<file path="src/rtl/intr_ctrl_if.sv">
// Signal bundle between interrupt sources / control unit (master) and intr_ctrl (slave).
interface intr_ctrl_if #(
  parameter int NUM_IRQ = 8
);
  logic [NUM_IRQ-1:0] irq_in;
  logic               mask_wr;
  logic [NUM_IRQ-1:0] mask_din;
  logic               INT_ACK;
  logic               eoi;
  logic               INTR;
  logic [3:0]         irq_id;
  logic [31:0]        vec_addr;
  logic [NUM_IRQ-1:0] pending;
  logic [3:0]         depth;
  logic               eoi_err;

  modport master (
    output irq_in, mask_wr, mask_din, INT_ACK, eoi,
    input  INTR, irq_id, vec_addr, pending, depth, eoi_err
  );

  modport slave (
    input  irq_in, mask_wr, mask_din, INT_ACK, eoi,
    output INTR, irq_id, vec_addr, pending, depth, eoi_err
  );
endinterface

</file>
<file path="src/rtl/intr_ctrl.sv">
// Priority interrupt controller: edge-latched pending bits, mask, fixed priority, ISR stack.
// Define INTR_CTRL_NESTING_EN to allow preemption up to NEST_DEPTH nested ISRs.
module intr_ctrl #(
  parameter int          NUM_IRQ    = 8,
  parameter int          NEST_DEPTH = 4,
  parameter logic [31:0] VEC_BASE   = 32'h0000_03C0
) (
  input logic        sys_clk,
  input logic        reset,
  intr_ctrl_if.slave bus
);

`ifdef INTR_CTRL_NESTING_EN
  localparam int DepthLim = NEST_DEPTH;
  localparam bit NestEn   = 1'b1;
`else
  localparam int DepthLim = 1;
  localparam bit NestEn   = 1'b0;
`endif
  localparam int StkW = (DepthLim > 1) ? $clog2(DepthLim) : 1;

  typedef enum logic {IDLE, REQ} state_t;

  state_t             state_q, state_d;
  logic [NUM_IRQ-1:0] irqPrev_q, pending_q, pending_d, mask_q;
  logic [NUM_IRQ-1:0] rise, eligible, ackClr;
  logic [3:0]         irqId_q, irqId_d, depth_q, depth_d;
  logic [31:0]        vecAddr_q, vecAddr_d;
  logic [3:0]         stack_q [DepthLim];
  logic [3:0]         winnerId, topId, topIdx, wrIdx;
  logic               hasWinner, grant, push, pop, eoiErr_q;

  assign rise     = bus.irq_in & ~irqPrev_q;
  assign eligible = pending_q & ~mask_q;
  assign push     = (state_q == REQ) && bus.INT_ACK;
  assign pop      = bus.eoi && (depth_q != 4'd0);
  assign ackClr   = push ? (NUM_IRQ'(1) << irqId_q) : '0;
  assign pending_d = (pending_q & ~ackClr) | rise;
  assign depth_d   = depth_q + {3'b000, push} - {3'b000, pop};

  // Pop happens before push, so a simultaneous eoi overwrites the current top.
  assign wrIdx  = depth_q - {3'b000, pop};
  assign topIdx = (depth_q == 4'd0) ? 4'd0 : depth_q - 4'd1;
  assign topId  = stack_q[StkW'(topIdx)];

  always_comb begin
    winnerId = '0;
    for (int i = NUM_IRQ - 1; i >= 0; i--) begin
      if (eligible[i]) winnerId = 4'(i);
    end
  end

  assign hasWinner = |eligible;
  assign grant = hasWinner &&
                 ((depth_q == 4'd0) ||
                  (NestEn && (depth_q < 4'(DepthLim)) && (winnerId < topId)));

  always_comb begin
    state_d   = state_q;
    irqId_d   = irqId_q;
    vecAddr_d = vecAddr_q;
    case (state_q)
      IDLE: begin
        if (grant) begin
          state_d   = REQ;
          irqId_d   = winnerId;
          vecAddr_d = VEC_BASE + {26'd0, winnerId, 2'b00};
        end
      end
      REQ: begin
        if (bus.INT_ACK) state_d = IDLE;
      end
      default: state_d = IDLE;
    endcase
  end

  always_ff @(posedge sys_clk or posedge reset) begin
    if (reset) begin
      state_q   <= IDLE;
      irqId_q   <= '0;
      vecAddr_q <= VEC_BASE;
      irqPrev_q <= '0;
      pending_q <= '0;
      mask_q    <= '0;
      depth_q   <= '0;
      eoiErr_q  <= 1'b0;
      for (int i = 0; i < DepthLim; i++) stack_q[i] <= '0;
    end else begin
      state_q   <= state_d;
      irqId_q   <= irqId_d;
      vecAddr_q <= vecAddr_d;
      irqPrev_q <= bus.irq_in;
      pending_q <= pending_d;
      depth_q   <= depth_d;
      if (bus.mask_wr) mask_q <= bus.mask_din;
      if (bus.eoi && (depth_q == 4'd0)) eoiErr_q <= 1'b1;
      if (push) stack_q[StkW'(wrIdx)] <= irqId_q;
    end
  end

  assign bus.INTR     = (state_q == REQ);
  assign bus.irq_id   = irqId_q;
  assign bus.vec_addr = vecAddr_q;
  assign bus.pending  = pending_q;
  assign bus.depth    = depth_q;
  assign bus.eoi_err  = eoiErr_q;

endmodule

</file>
<file path="src/flat_wrapper.sv">
// flat-port wrapper written by rule: the top's interface ports become plain ports
module intr_ctrl_flat 
#(
  parameter int          NUM_IRQ    = 8,
  parameter int          NEST_DEPTH = 4,
  parameter logic [31:0] VEC_BASE   = 32'h0000_03C0
)
  (sys_clk, reset, bus_irq_in, bus_mask_wr, bus_mask_din, bus_INT_ACK, bus_eoi, bus_INTR, bus_irq_id, bus_vec_addr, bus_pending, bus_depth, bus_eoi_err);
  intr_ctrl_if #(.NUM_IRQ(NUM_IRQ)) bus_i ();
  input logic sys_clk;
  input logic reset;
  input wire logic [$bits(bus_i.irq_in)-1:0] bus_irq_in;
  input wire logic [$bits(bus_i.mask_wr)-1:0] bus_mask_wr;
  input wire logic [$bits(bus_i.mask_din)-1:0] bus_mask_din;
  input wire logic [$bits(bus_i.INT_ACK)-1:0] bus_INT_ACK;
  input wire logic [$bits(bus_i.eoi)-1:0] bus_eoi;
  output wire logic [$bits(bus_i.INTR)-1:0] bus_INTR;
  output wire logic [$bits(bus_i.irq_id)-1:0] bus_irq_id;
  output wire logic [$bits(bus_i.vec_addr)-1:0] bus_vec_addr;
  output wire logic [$bits(bus_i.pending)-1:0] bus_pending;
  output wire logic [$bits(bus_i.depth)-1:0] bus_depth;
  output wire logic [$bits(bus_i.eoi_err)-1:0] bus_eoi_err;
  assign bus_i.irq_in = bus_irq_in;
  assign bus_i.mask_wr = bus_mask_wr;
  assign bus_i.mask_din = bus_mask_din;
  assign bus_i.INT_ACK = bus_INT_ACK;
  assign bus_i.eoi = bus_eoi;
  assign bus_INTR = bus_i.INTR;
  assign bus_irq_id = bus_i.irq_id;
  assign bus_vec_addr = bus_i.vec_addr;
  assign bus_pending = bus_i.pending;
  assign bus_depth = bus_i.depth;
  assign bus_eoi_err = bus_i.eoi_err;
  intr_ctrl #(.NUM_IRQ(NUM_IRQ), .NEST_DEPTH(NEST_DEPTH), .VEC_BASE(VEC_BASE)) u_core (.sys_clk(sys_clk), .reset(reset), .bus(bus_i));
endmodule
</file>
<file path="config.mk">
export PLATFORM = sky130hd
export DESIGN_NAME = intr_ctrl_flat
export DESIGN_NICKNAME = d
export VERILOG_FILES = /design/src/rtl/intr_ctrl_if.sv /design/src/rtl/intr_ctrl.sv /design/src/flat_wrapper.sv
export SDC_FILE = /design/constraint.sdc
export NUM_CORES = 1
export LEC_CHECK = 0
export ABC_AREA = 1
export BUFFER_PORTS_ARGS = -buffer_cell sky130_fd_sc_hd__buf_2
export CORE_MARGIN = 2
export CORE_UTILIZATION = 45
export DETAILED_ROUTE_END_ITERATION = 7
export HOLD_SLACK_MARGIN = 0.12
export PLACE_DENSITY = 0.76
export SLEW_MARGIN = 20
export SYNTH_ARGS = -nofsm -noshare
export SYNTH_HDL_FRONTEND = slang
export SYNTH_SLANG_ARGS = --single-unit
</file>
<file path="constraint.sdc">
create_clock -name sys_clk -period 2.9 [get_ports sys_clk]
set_input_delay 0.29 -clock sys_clk [delete_from_list [all_inputs] [get_ports sys_clk]]
set_output_delay 0.29 -clock sys_clk [all_outputs]
set_load 0.05 [all_outputs]
</file>
==> out/metrics.csv, run 1 <==
stage,metric,value,unit
routing,routed_wl,3.10,mm
floorplanning,num_rows,22,
synthesis,yosysWarnings,0,
power,netSwitchingFraction,0.456,
timing,fin_skew,0.0118,ns
timing,period_minus_slack,1.96,ns
placed_design,gp_congestion,0.806,
synthesis,ys_seq_area_frac,0.486,
cells_and_area,fillers,345,
placed_design,dpl-instance-area,1820,um^2
placed_design,hpwl,2.26,mm
placed_design,dp_cells,270,
global_routing,grt_pass1_wl,4.96,mm
placed_design,pre_cts_ws,0.959,ns
clock_network,post_cts_buffers,0,
synthesis,syn_inst,187,
timing,timing.final.hold_violations,0,
worst_setup_path,start_kind,flop,
power,p_per_area,958,nW/um^2
timing,max_freq,510,MHz
floorplanning,die_w,65.5,um
global_routing,antenna_found_initial,0,
placed_design,io_buffers,40,
synthesis,syn_avg_cell_area,9.09,um^2
timing,slew_violations,0,
power,combPwrFrac,0.453,
cells_and_area,drive_gt1_frac,0.255,
worst_setup_path,critPathRequiredTime,3.08,ns
timing,tns,0,ns
global_routing,grt_usage,0.159,
worst_setup_path,reg2reg_depth,8,
power,vdd_drop_max,0.000658,V
cells_and_area,nNetsFinal,265,
power,clock_power_share,0.229,
floorplanning,die_area,4290,um^2
floorplanning,core,3630,um^2
routing,via_per_inst,4.15,
worst_setup_path,path_common_cell,ha_1,
synthesis,synth.distinct_cells,23,
clock_network,clk_path_buf_depth,2,
routing,drt_iter0_markers,24,
clock_network,cts_root_buf,clkbuf_8,
cells_and_area,stdcell_count,287,
worst_setup_path,critPathCaptureType,flop,
worst_setup_path,r2r-start,u_core.bus.depth[2]$_DFF_PP0_,
clock_network,clock-sinks,33,
worst_setup_path,r2r-end,u_core.bus.depth[2]$_DFF_PP0_,
clock_network,clk_pin_slew,0.07,ns
hold_path,min_from,bus_INT_ACK,
power,finalPower,1940,uW
timing,setup_viol,0,
worst_setup_path,slowest_stage,dfrtp_1,
power,p_int,1060,uW
floorplanning,die_h,65.5,um
cells_and_area,finish.instance_area,2030,um^2
worst_setup_path,cp.arrival,2.14,ns
clock_network,cts_buffers,5,
timing,period_share,0.677,
routing,wl_per_cell,10.8,um
run,maxCapViolations,0,
clock_network,worstSkewPairLatency,0.29,ns
routing,firstDrtPassIters,4,
power,p_leak,0.00109,uW
clock_network,ctsResizeCount,0,
hold_path,hp-class,in -> reg,
synthesis,ys_ff_latch,33,
status,status,"finished, final reports clean",
floorplanning,io_pins,71,
power,p_sw,886,uW
worst_setup_path,crit_path_max_fanout,2,
worst_setup_path,worstPathCellList,inv_1 -> ha_1 -> a31oi_1 -> ha_1 -> inv_1 -> ha_1 -> fa_1 -> xor2_1,
worst_setup_path,critPathTopFamily,adder cells,
cells_and_area,n_antenna_cell,0,
floorplanning,start_util,0.468,
routing,drtAntennaViolNets,0,
global_routing,grt_max_degree,34,
clock_network,cts_tree,built,
power,seqPwrFrac,0.318,
hold_path,holdPathEnd,u_core.bus.INTR$_DFF_PP0_,
global_routing,grt_overflow_total,0,
clock_network,htreeDepth,2,
cells_and_area,area_growth,19.2,%
worst_setup_path,ff2ff_setup_slack,0.94,ns
synthesis,syn_area,1700,um^2
routing,vias,1192,
hold_path,hold_depth,2,
timing,setup_ws,0.938,ns
global_routing,grt_pass1_vias,1117,
routing,drc_errors,0,
worst_setup_path,max_stage_delay,0.37,ns
worst_setup_path,crit_buf_inv,2,
worst_setup_path,path_class,reg -> reg,
timing,rsz0062_at_grt,false,
cells by family (layout without fill, tap and decap cells):
| logic type | Yosys count | after routing | synth area share |
|---|---|---|---|
| other | 2 | 30 | 0.00442 |
| xor gates and xnor gates | 2 | 2 | 0.0103 |
| and+or+nand+nor | 43 | 43 | 0.118 |
| AOI/OAI and AO/OA | 35 | 35 | 0.113 |
| adders and majority gates | 6 | 6 | 0.0486 |
| buffers and inverters | 66 | 90 | 0.219 |
| DFF | 33 | 33 | 0.486 |
worst max path at each step:
stage | slack [ns] | end | depth (start not counted) | start
after global routing | 0.83 | u_core.bus.depth[2]$_DFF_PP0_ | 8 | u_core.bus.depth[2]$_DFF_PP0_
after global placement | 1.01 | u_core.bus.depth[2]$_DFF_PP0_ | 8 | u_core.bus.depth[2]$_DFF_PP0_
final | 0.94 | u_core.bus.depth[2]$_DFF_PP0_ | 8 | u_core.bus.depth[2]$_DFF_PP0_
after CTS | 0.94 | u_core.bus.depth[2]$_DFF_PP0_ | 8 | u_core.bus.depth[2]$_DFF_PP0_
after detailed placement | 0.96 | u_core.bus.depth[2]$_DFF_PP0_ | 8 | u_core.bus.depth[2]$_DFF_PP0_
after floorplan | 0.76 | u_core.bus.depth[2]$_DFF_PP0_ | 8 | u_core.bus.depth[2]$_DFF_PP0_
per-layer routing:
metal | GRT usage | up-vias | routed length [um]
met5 | 0 | - | 0
met4 | 0.0938 | 0 | 91
met3 | 0.0531 | 7 | 193
met2 | 0.259 | 47 | 1510
met1 | 0.182 | 526 | 1300
li1 | - | 612 | -
worst reg2reg max path, delay by kind of cell (launching register included):
kind            cells  cell delay [ns]
compound gates      1             0.11
xor+xnor            1             0.15
fa+ha+maj           4             1.10
buf+inv             2             0.12
flops               1             0.37
per-stage QoR:
step / utilization / hold slack, ns
6_report: 0.558 / 0.203
5_1_grt: 0.558 / 0.204
4_1_cts: 0.555 / 0.124
3_5_place_dp: 0.501 / 0.399
3_3_place_gp: 0.501 / 0.393
2_1_floorplan: - / 0.321
timing repair:
item	CTS	global route
endpoints found under the setup margin	0	0
hold endpoints to repair	40	1
hold buffers	8	1
cell usage after synthesis, drive strengths merged:
cell type,instances,area [um^2]
a21boi,1,7.51
fa,1,20.0
buf,34,253
and2,1,8.76
xnor2,1,8.76
ha,5,62.6
xor2,1,8.76
nor2,2,15.0
conb,2,7.51
nand3,2,22.5
o21ai,29,156
a31oi,1,6.26
nand2,38,155
o21bai,1,7.51
inv,32,120
dfrtp,33,826
a21oi,3,15.0
cell usage in the layout, fill, tap and decap left out, drive strengths merged:
cell         count
buf             41
nand2           38
dfrtp           33
inv             32
conb            30
o21ai           29
dlygate4sd3      9
clkbuf           7
ha               5
a21oi            3
nand3            2
nor2             2
a31oi            1
xnor2            1
xor2             1
and2             1
o21bai           1
a21boi           1
fa               1
bufinv           1
area by class of cell:
cell class	count	area (um^2)	share of cell area
Sequential cell	33	826	0.407
Multi-Input combinational cell	116	607	0.299
Timing Repair Buffer	50	298	0.147
Inverter	32	120	0.0593
Clock buffer	7	86.3	0.0426
Tap cell	48	60.1	0.0296
Clock inverter	1	30.0	0.0148
flip-flops by register name, summed over array words and instances (netlist names):
| signal | count |
|---|---|
| u_core.irqPrev_q | 8 |
| u_core.bus.depth | 4 |
| u_core.bus.pending | 8 |
| u_core.bus.eoi_err | 1 |
| u_core.mask_q | 8 |
| u_core.bus.irq_id | 3 |
| u_core.bus.INTR | 1 |
power by group through the flow:
stage | registers (uW) | logic, uW | clock network (uW)
6_report | 617 | 880 | 445
3_3_place_gp | 622 | 841 | 0
3_5_place_dp | 627 | 865 | 0
4_1_cts | 618 | 883 | 455
2_1_floorplan | 863 | 495 | 0
5_1_grt | 628 | 937 | 478
(Power assumes the default switching activity.)
==> run 2, diff against run 1 <==
==> constraint.sdc (replaced) <==
create_clock -name sys_clk -period 2 [get_ports sys_clk]
set_input_delay 0.2 -clock sys_clk [delete_from_list [all_inputs] [get_ports sys_clk]]
set_output_delay 0.2 -clock sys_clk [all_outputs]
set_load 0.05 [all_outputs]
==> out/metrics.csv, run 2 (same netlist as run 1, synthesis figures left out) <==
stage,metric,value,unit,change
worst_setup_path,critPathTopFamily,adder cells,,unchanged
global_routing,grt_overflow_total,0,,unchanged
worst_setup_path,critPathCaptureType,flop,,unchanged
timing,period_share,0.941,,was 0.677
worst_setup_path,critPathRequiredTime,2.17,ns,was 3.08 ns
clock_network,clk_pin_slew,0.07,ns,about the same
routing,firstDrtPassIters,3,,was 4
cells_and_area,n_antenna_cell,0,,unchanged
cells_and_area,area_growth,21.4,%,was 19.2%
cells_and_area,stdcell_count,289,,was 287
timing,slew_violations,0,,unchanged
global_routing,grt_pass1_wl,4.78,mm,was 4.96 mm
timing,tns,0,ns,unchanged
placed_design,dp_cells,270,,unchanged
timing,timing.final.hold_violations,0,,unchanged
timing,fin_skew,0.00678,ns,was 0.0118 ns
timing,rsz0062_at_grt,false,,unchanged
floorplanning,num_rows,22,,unchanged
floorplanning,die_area,4290,um^2,unchanged
routing,wl_per_cell,10.4,um,was 10.8 um
run,maxCapViolations,0,,unchanged
global_routing,antenna_found_initial,0,,unchanged
timing,period_minus_slack,1.88,ns,was 1.96 ns
routing,vias,1200,,was 1192
status,status,"finished, final reports clean",,unchanged
clock_network,cts_tree,built,,unchanged
clock_network,clock-sinks,33,,unchanged
worst_setup_path,max_stage_delay,0.40,ns,was 0.37 ns
global_routing,grt_pass1_vias,1123,,was 1117
global_routing,grt_max_degree,34,,unchanged
power,finalPower,2830,uW,was 1940 uW
routing,drc_errors,0,,unchanged
timing,setup_viol,0,,unchanged
clock_network,cts_root_buf,clkbuf_8,,unchanged
clock_network,htreeDepth,2,,unchanged
worst_setup_path,path_class,reg -> reg,,unchanged
cells_and_area,fillers,340,,was 345
placed_design,pre_cts_ws,0.0829,ns,was 0.959 ns
worst_setup_path,crit_buf_inv,2,,unchanged
routing,drtAntennaViolNets,0,,unchanged
floorplanning,die_h,65.5,um,unchanged
power,p_per_area,1370,nW/um^2,was 958 nW/um^2
cells_and_area,final_common_cell,buf_2,,unchanged
timing,max_freq,532,MHz,was 510 MHz
routing,via_per_inst,4.15,,about the same
routing,drt_iter0_markers,29,,was 24
worst_setup_path,start_kind,flop,,unchanged
cells_and_area,drive_gt1_frac,0.274,,was 0.255
worst_setup_path,crit_path_max_fanout,2,,unchanged
timing,whs,0.121,ns,was 0.203 ns
placed_design,io_buffers,40,,unchanged
clock_network,worstSkewPairLatency,0.29,ns,about the same
worst_setup_path,slowest_stage,dfrtp_2,,was dfrtp_1
floorplanning,io_pins,71,,unchanged
placed_design,hpwl,2.28,mm,was 2.26 mm
power,vdd_drop_max,0.000724,V,was 0.000658 V
floorplanning,die_w,65.5,um,unchanged
timing,setup_ws,0.119,ns,was 0.938 ns
floorplanning,core,3630,um^2,unchanged
power,p_leak,0.00109,uW,about the same
worst_setup_path,cp.arrival,2.05,ns,was 2.14 ns
placed_design,gp_congestion,0.814,,was 0.806
hold_path,hp-class,in -> reg,,unchanged
cells_and_area,nNetsFinal,267,,was 265
routing,routed_wl,3.01,mm,was 3.10 mm
clock_network,clk_path_buf_depth,2,,unchanged
global_routing,grt_usage,0.152,,was 0.159
clock_network,cts_buffers,5,,unchanged
floorplanning,start_util,0.468,,unchanged
cells_and_area,final_cell_mix,"40 x buf_2, 33 x nand2_1, 31 x dfrtp_1",,"was 40 x buf_2, 33 x nand2_1, 33 x dfrtp_1"
worst_setup_path,worstPathCellList,inv_2 -> ha_4 -> a31oi_1 -> ha_1 -> inv_1 -> ha_2 -> fa_1 -> xor2_1,,was inv_1 -> ha_1 -> a31oi_1 -> ha_1 -> inv_1 -> ha_1 -> fa_1 -> xor2_1
## run 2: worst paths after layout
| kind | startpoint | to | slack, ns | cells past startpoint |
|---|---|---|---|---|
| worst max-delay path | u_core.bus.depth[2]$_DFF_PP0_ | u_core.bus.depth[2]$_DFF_PP0_ | 0.12 | 8 |
| worst min-delay path | bus_mask_din[6] | u_core.mask_q[6]$_DFFE_PP0P_ | 0.12 | 3 |
| worst max register to register | u_core.bus.depth[2]$_DFF_PP0_ | u_core.bus.depth[2]$_DFF_PP0_ | 0.12 | 8 |
| worst min register to register | u_core.irqPrev_q[4]$_DFF_PP0_ | u_core.bus.pending[4]$_DFF_PP0_ | 0.41 | 1 |
| max in group asynchronous | reset | u_core.bus.depth[3]$_DFF_PP0_ | 1.14 | 4 |
| min in group asynchronous | reset | u_core.mask_q[3]$_DFFE_PP0P_ | 0.55 | 4 |
## run 2: routing by layer
metal,vias to the layer above,GRT usage,share of wire
li1,612,-,-
met1,538,0.165,0.43
met2,43,0.265,0.48
met3,7,0.0411,0.066
met4,0,0.0859,0.023
met5,-,0,0
## run 2: layout make-up
class,instances,area (um^2),share of cell area
multi-input cells,116,622,0.301
flip-flops and latches,33,828,0.401
inverters,32,120,0.0582
well taps,48,60.1,0.0291
repair buffers,52,318,0.154
clock buffers,7,86.3,0.0418
clock inverters,1,30.0,0.0145
## run 2: timing repair
action,CTS,global route
endpoints found under the setup margin,0,1
buffers inserted,0,0
gates resized for setup,0,1
hold buffers,10,1
endpoints found under the hold margin,42,1
## run 2: where the power goes
| part | switching [uW] | internal, uW | leakage [uW] |
|---|---|---|---|
| combinational | 944 | 345 | 0.000667 |
| clock | 235 | 406 | 0.0000585 |
| sequential | 93.1 | 804 | 0.000368 |
## run 2: metrics by stage
| step | area, um^2 | util |
|---|---|---|
| after floorplan | 1820 | - |
| after global placement | 1840 | 0.505 |
| after detailed placement | 1840 | 0.505 |
| after CTS | 2050 | 0.565 |
| after global routing | 2060 | 0.568 |
| final | 2060 | 0.568 |
## run 2: tightest hold or removal path: stages
cell and delay (ns):
buf_2 0.08, nand2_1 0.04, o21ai_0 0.06
==> run 3, diff against run 2 <==
--- a/config.mk
+++ b/config.mk
@@ -7,11 +7,13 @@
 export LEC_CHECK = 0
 export ABC_AREA = 1
 export BUFFER_PORTS_ARGS = -buffer_cell sky130_fd_sc_hd__buf_2
+export CELL_PAD_IN_SITES_DETAIL_PLACEMENT = 1
+export CELL_PAD_IN_SITES_GLOBAL_PLACEMENT = 2
 export CORE_MARGIN = 2
-export CORE_UTILIZATION = 45
+export CORE_UTILIZATION = 27
 export DETAILED_ROUTE_END_ITERATION = 7
 export HOLD_SLACK_MARGIN = 0.12
-export PLACE_DENSITY = 0.76
+export PLACE_DENSITY_LB_ADDON = 0.1
 export SLEW_MARGIN = 20
 export SYNTH_ARGS = -nofsm -noshare
 export SYNTH_HDL_FRONTEND = slang
==> constraint.sdc (replaced) <==
create_clock -name sys_clk -period 2 [get_ports sys_clk]
set_input_delay 0.2 -clock sys_clk [delete_from_list [all_inputs] [get_ports sys_clk]]
set_output_delay 0.2 -clock sys_clk [all_outputs]
set_load 0.01 [all_outputs]
==> out/metrics.csv, run 3 (same netlist as run 1, synthesis figures left out) <==
stage,metric,value,unit,change
status,status,"finished, final reports clean",,unchanged
timing,period_share,0.943,,was 0.941
cells_and_area,area_growth,20.0,%,was 21.4%
placed_design,pre_cts_ws,0.0741,ns,was 0.0829 ns
timing,fin_skew,0.00503,ns,was 0.00678 ns
cells_and_area,final_common_cell,buf_2,,unchanged
worst_setup_path,critPathRequiredTime,2.17,ns,about the same
routing,routed_wl,3.84,mm,was 3.01 mm
floorplanning,start_util,0.284,,was 0.468
worst_setup_path,r2r-start,u_core.bus.depth[2]$_DFF_PP0_,,unchanged
cells_and_area,final_cell_mix,"40 x buf_2, 33 x nand2_1, 33 x dfrtp_1",,"was 40 x buf_2, 33 x nand2_1, 31 x dfrtp_1"
timing,max_freq,530,MHz,was 532 MHz
placed_design,dp_cells,298,,was 270
worst_setup_path,crit_path_max_fanout,2,,unchanged
timing,tns,0,ns,unchanged
hold_path,min_from,bus_mask_din[3],,was bus_mask_din[6]
timing,rsz0062_at_grt,false,,unchanged
clock_network,clock-sinks,33,,unchanged
routing,firstDrtPassIters,3,,unchanged
global_routing,grt_pass1_wl,6.68,mm,was 4.78 mm
floorplanning,core,5990,um^2,was 3630 um^2
global_routing,antenna_found_initial,0,,unchanged
worst_setup_path,crit_buf_inv,2,,unchanged
clock_network,clk_pin_slew,0.07,ns,about the same
timing,setup_viol,0,,unchanged
routing,drtAntennaViolNets,0,,unchanged
cells_and_area,stdcell_count,314,,was 289
routing,wl_per_cell,12.2,um,was 10.4 um
global_routing,grt_max_degree,34,,unchanged
routing,vias,1241,,was 1200
worst_setup_path,reg2reg_depth,8,,unchanged
floorplanning,io_pins,71,,unchanged
worst_setup_path,critPathCaptureType,flop,,unchanged
worst_setup_path,r2r-end,u_core.bus.depth[2]$_DFF_PP0_,,unchanged
clock_network,cts_tree,built,,unchanged
clock_network,cts_root_buf,clkbuf_8,,unchanged
floorplanning,die_w,83.4,um,was 65.5 um
cells_and_area,fillers,754,,was 340
power,p_leak,0.00108,uW,was 0.00109 uW
clock_network,htreeDepth,2,,unchanged
worst_setup_path,cp.arrival,2.06,ns,was 2.05 ns
worst_setup_path,path_common_cell,ha_1,,
worst_setup_path,worstPathCellList,inv_1 -> ha_1 -> a31oi_1 -> ha_1 -> inv_1 -> ha_1 -> fa_2 -> xor2_1,,was inv_2 -> ha_4 -> a31oi_1 -> ha_1 -> inv_1 -> ha_2 -> fa_1 -> xor2_1
routing,drt_iter0_markers,27,,was 29
power,vdd_drop_max,0.000327,V,was 0.000724 V
clock_network,clk_path_buf_depth,2,,unchanged
timing,slew_violations,0,,unchanged
hold_path,hp-class,in -> reg,,unchanged
clock_network,worstSkewPairLatency,0.28,ns,was 0.29 ns
global_routing,grt_pass1_vias,1332,,was 1123
global_routing,grt_overflow_total,0,,unchanged
worst_setup_path,start_kind,flop,,unchanged
worst_setup_path,ff2ff_setup_slack,0.11,ns,was 0.12 ns
placed_design,hpwl,3.01,mm,was 2.28 mm
floorplanning,num_rows,28,,was 22
timing,period_minus_slack,1.89,ns,was 1.88 ns
routing,drc_errors,0,,unchanged
cells_and_area,nNetsFinal,266,,was 267
floorplanning,die_area,6950,um^2,was 4290 um^2
clock_network,cts_buffers,5,,unchanged
power,p_per_area,1090,nW/um^2,was 1370 nW/um^2
worst_setup_path,critPathTopFamily,adder cells,,unchanged
hold_path,hold_depth,3,,unchanged
timing,timing.final.hold_violations,0,,unchanged
floorplanning,die_h,83.4,um,was 65.5 um
run,maxCapViolations,0,,unchanged
timing,setup_ws,0.114,ns,was 0.119 ns
worst_setup_path,max_stage_delay,0.37,ns,was 0.40 ns
routing,via_per_inst,3.95,,was 4.15
hold_path,holdPathEnd,u_core.mask_q[3]$_DFFE_PP0P_,,was u_core.mask_q[6]$_DFFE_PP0P_
global_routing,grt_usage,0.120,,was 0.152
cells_and_area,n_antenna_cell,0,,unchanged
worst_setup_path,path_class,reg -> reg,,unchanged
worst_setup_path,slowest_stage,dfrtp_1,,was dfrtp_2
placed_design,gp_congestion,0.723,,was 0.814
power,finalPower,2220,uW,was 2830 uW
cells_and_area,drive_gt1_frac,0.259,,was 0.274
placed_design,io_buffers,40,,unchanged
[run 3: cell types whose count changed in the layout (fill, tap and decap cells not counted), sizes merged]
cell	delta
bufinv	-1
dlygate4sd3	-2
buf	+1
[run 3: through the flow]
stage | utilization | hold WS (ns) | area [um^2]
after global routing | 0.341 | 0.123 | 2040
after detailed placement | 0.311 | 0.325 | 1860
after global placement | 0.311 | 0.315 | 1860
after floorplan | - | 0.231 | 1810
final | 0.341 | 0.129 | 2040
after CTS | 0.340 | 0.125 | 2040
[run 3: area by class of cell]
class	instances	area [um^2]	share of cell area
Clock buffer	7	86.3	0.0423
Timing Repair Buffer	51	305	0.150
Inverter	32	120	0.0589
Tap cell	75	93.8	0.0460
Multi-Input combinational cell	116	609	0.299
Sequential cell	33	826	0.405
[run 3: where the power goes]
part	internal (uW)	total, uW	switching [uW]
registers	800	901	100
clock network	273	508	235
logic	335	809	474
total	1410	2220	810
[run 3: how the worst max path moves through the flow]
stage	start	end	slack (ns)	cells after the start
6_report	u_core.bus.depth[2]$_DFF_PP0_	u_core.bus.depth[2]$_DFF_PP0_	0.11	8
5_1_grt	u_core.bus.depth[2]$_DFF_PP0_	u_core.bus.depth[2]$_DFF_PP0_	0.003	8
4_1_cts	u_core.bus.depth[2]$_DFF_PP0_	u_core.bus.depth[2]$_DFF_PP0_	0.05	8
3_5_place_dp	u_core.bus.depth[2]$_DFF_PP0_	u_core.bus.depth[2]$_DFF_PP0_	0.07	8
3_3_place_gp	u_core.bus.depth[2]$_DFF_PP0_	u_core.bus.depth[2]$_DFF_PP0_	0.17	8
2_1_floorplan	u_core.bus.depth[2]$_DFF_PP0_	u_core.bus.depth[2]$_DFF_PP0_	0.09	8
[run 3: per-layer routing]
layer | wire, um | global-route usage | part of all wire
met5 | 0 | 0 | 0
met4 | 35 | 0.0313 | 0.0091
met2 | 1890 | 0.196 | 0.49
met1 | 1690 | 0.151 | 0.44
met3 | 224 | 0.0417 | 0.058
[run 3: repair_timing]
item / 4_1_cts / 5_1_grt
setup endpoints to repair: 0 / 1
gates resized for setup: 0 / 1
endpoints found under the hold margin: 41 / 0
hold buffers: 9 / 0
setup buffers: 0 / 0
[run 3: worst min-delay path, delay by kind of cell]
| kind | cells | cell delay [ns] |
|---|---|---|
| simple gates | 1 | 0.04 |
| compound gates | 1 | 0.05 |
| buf+inv | 1 | 0.08 |
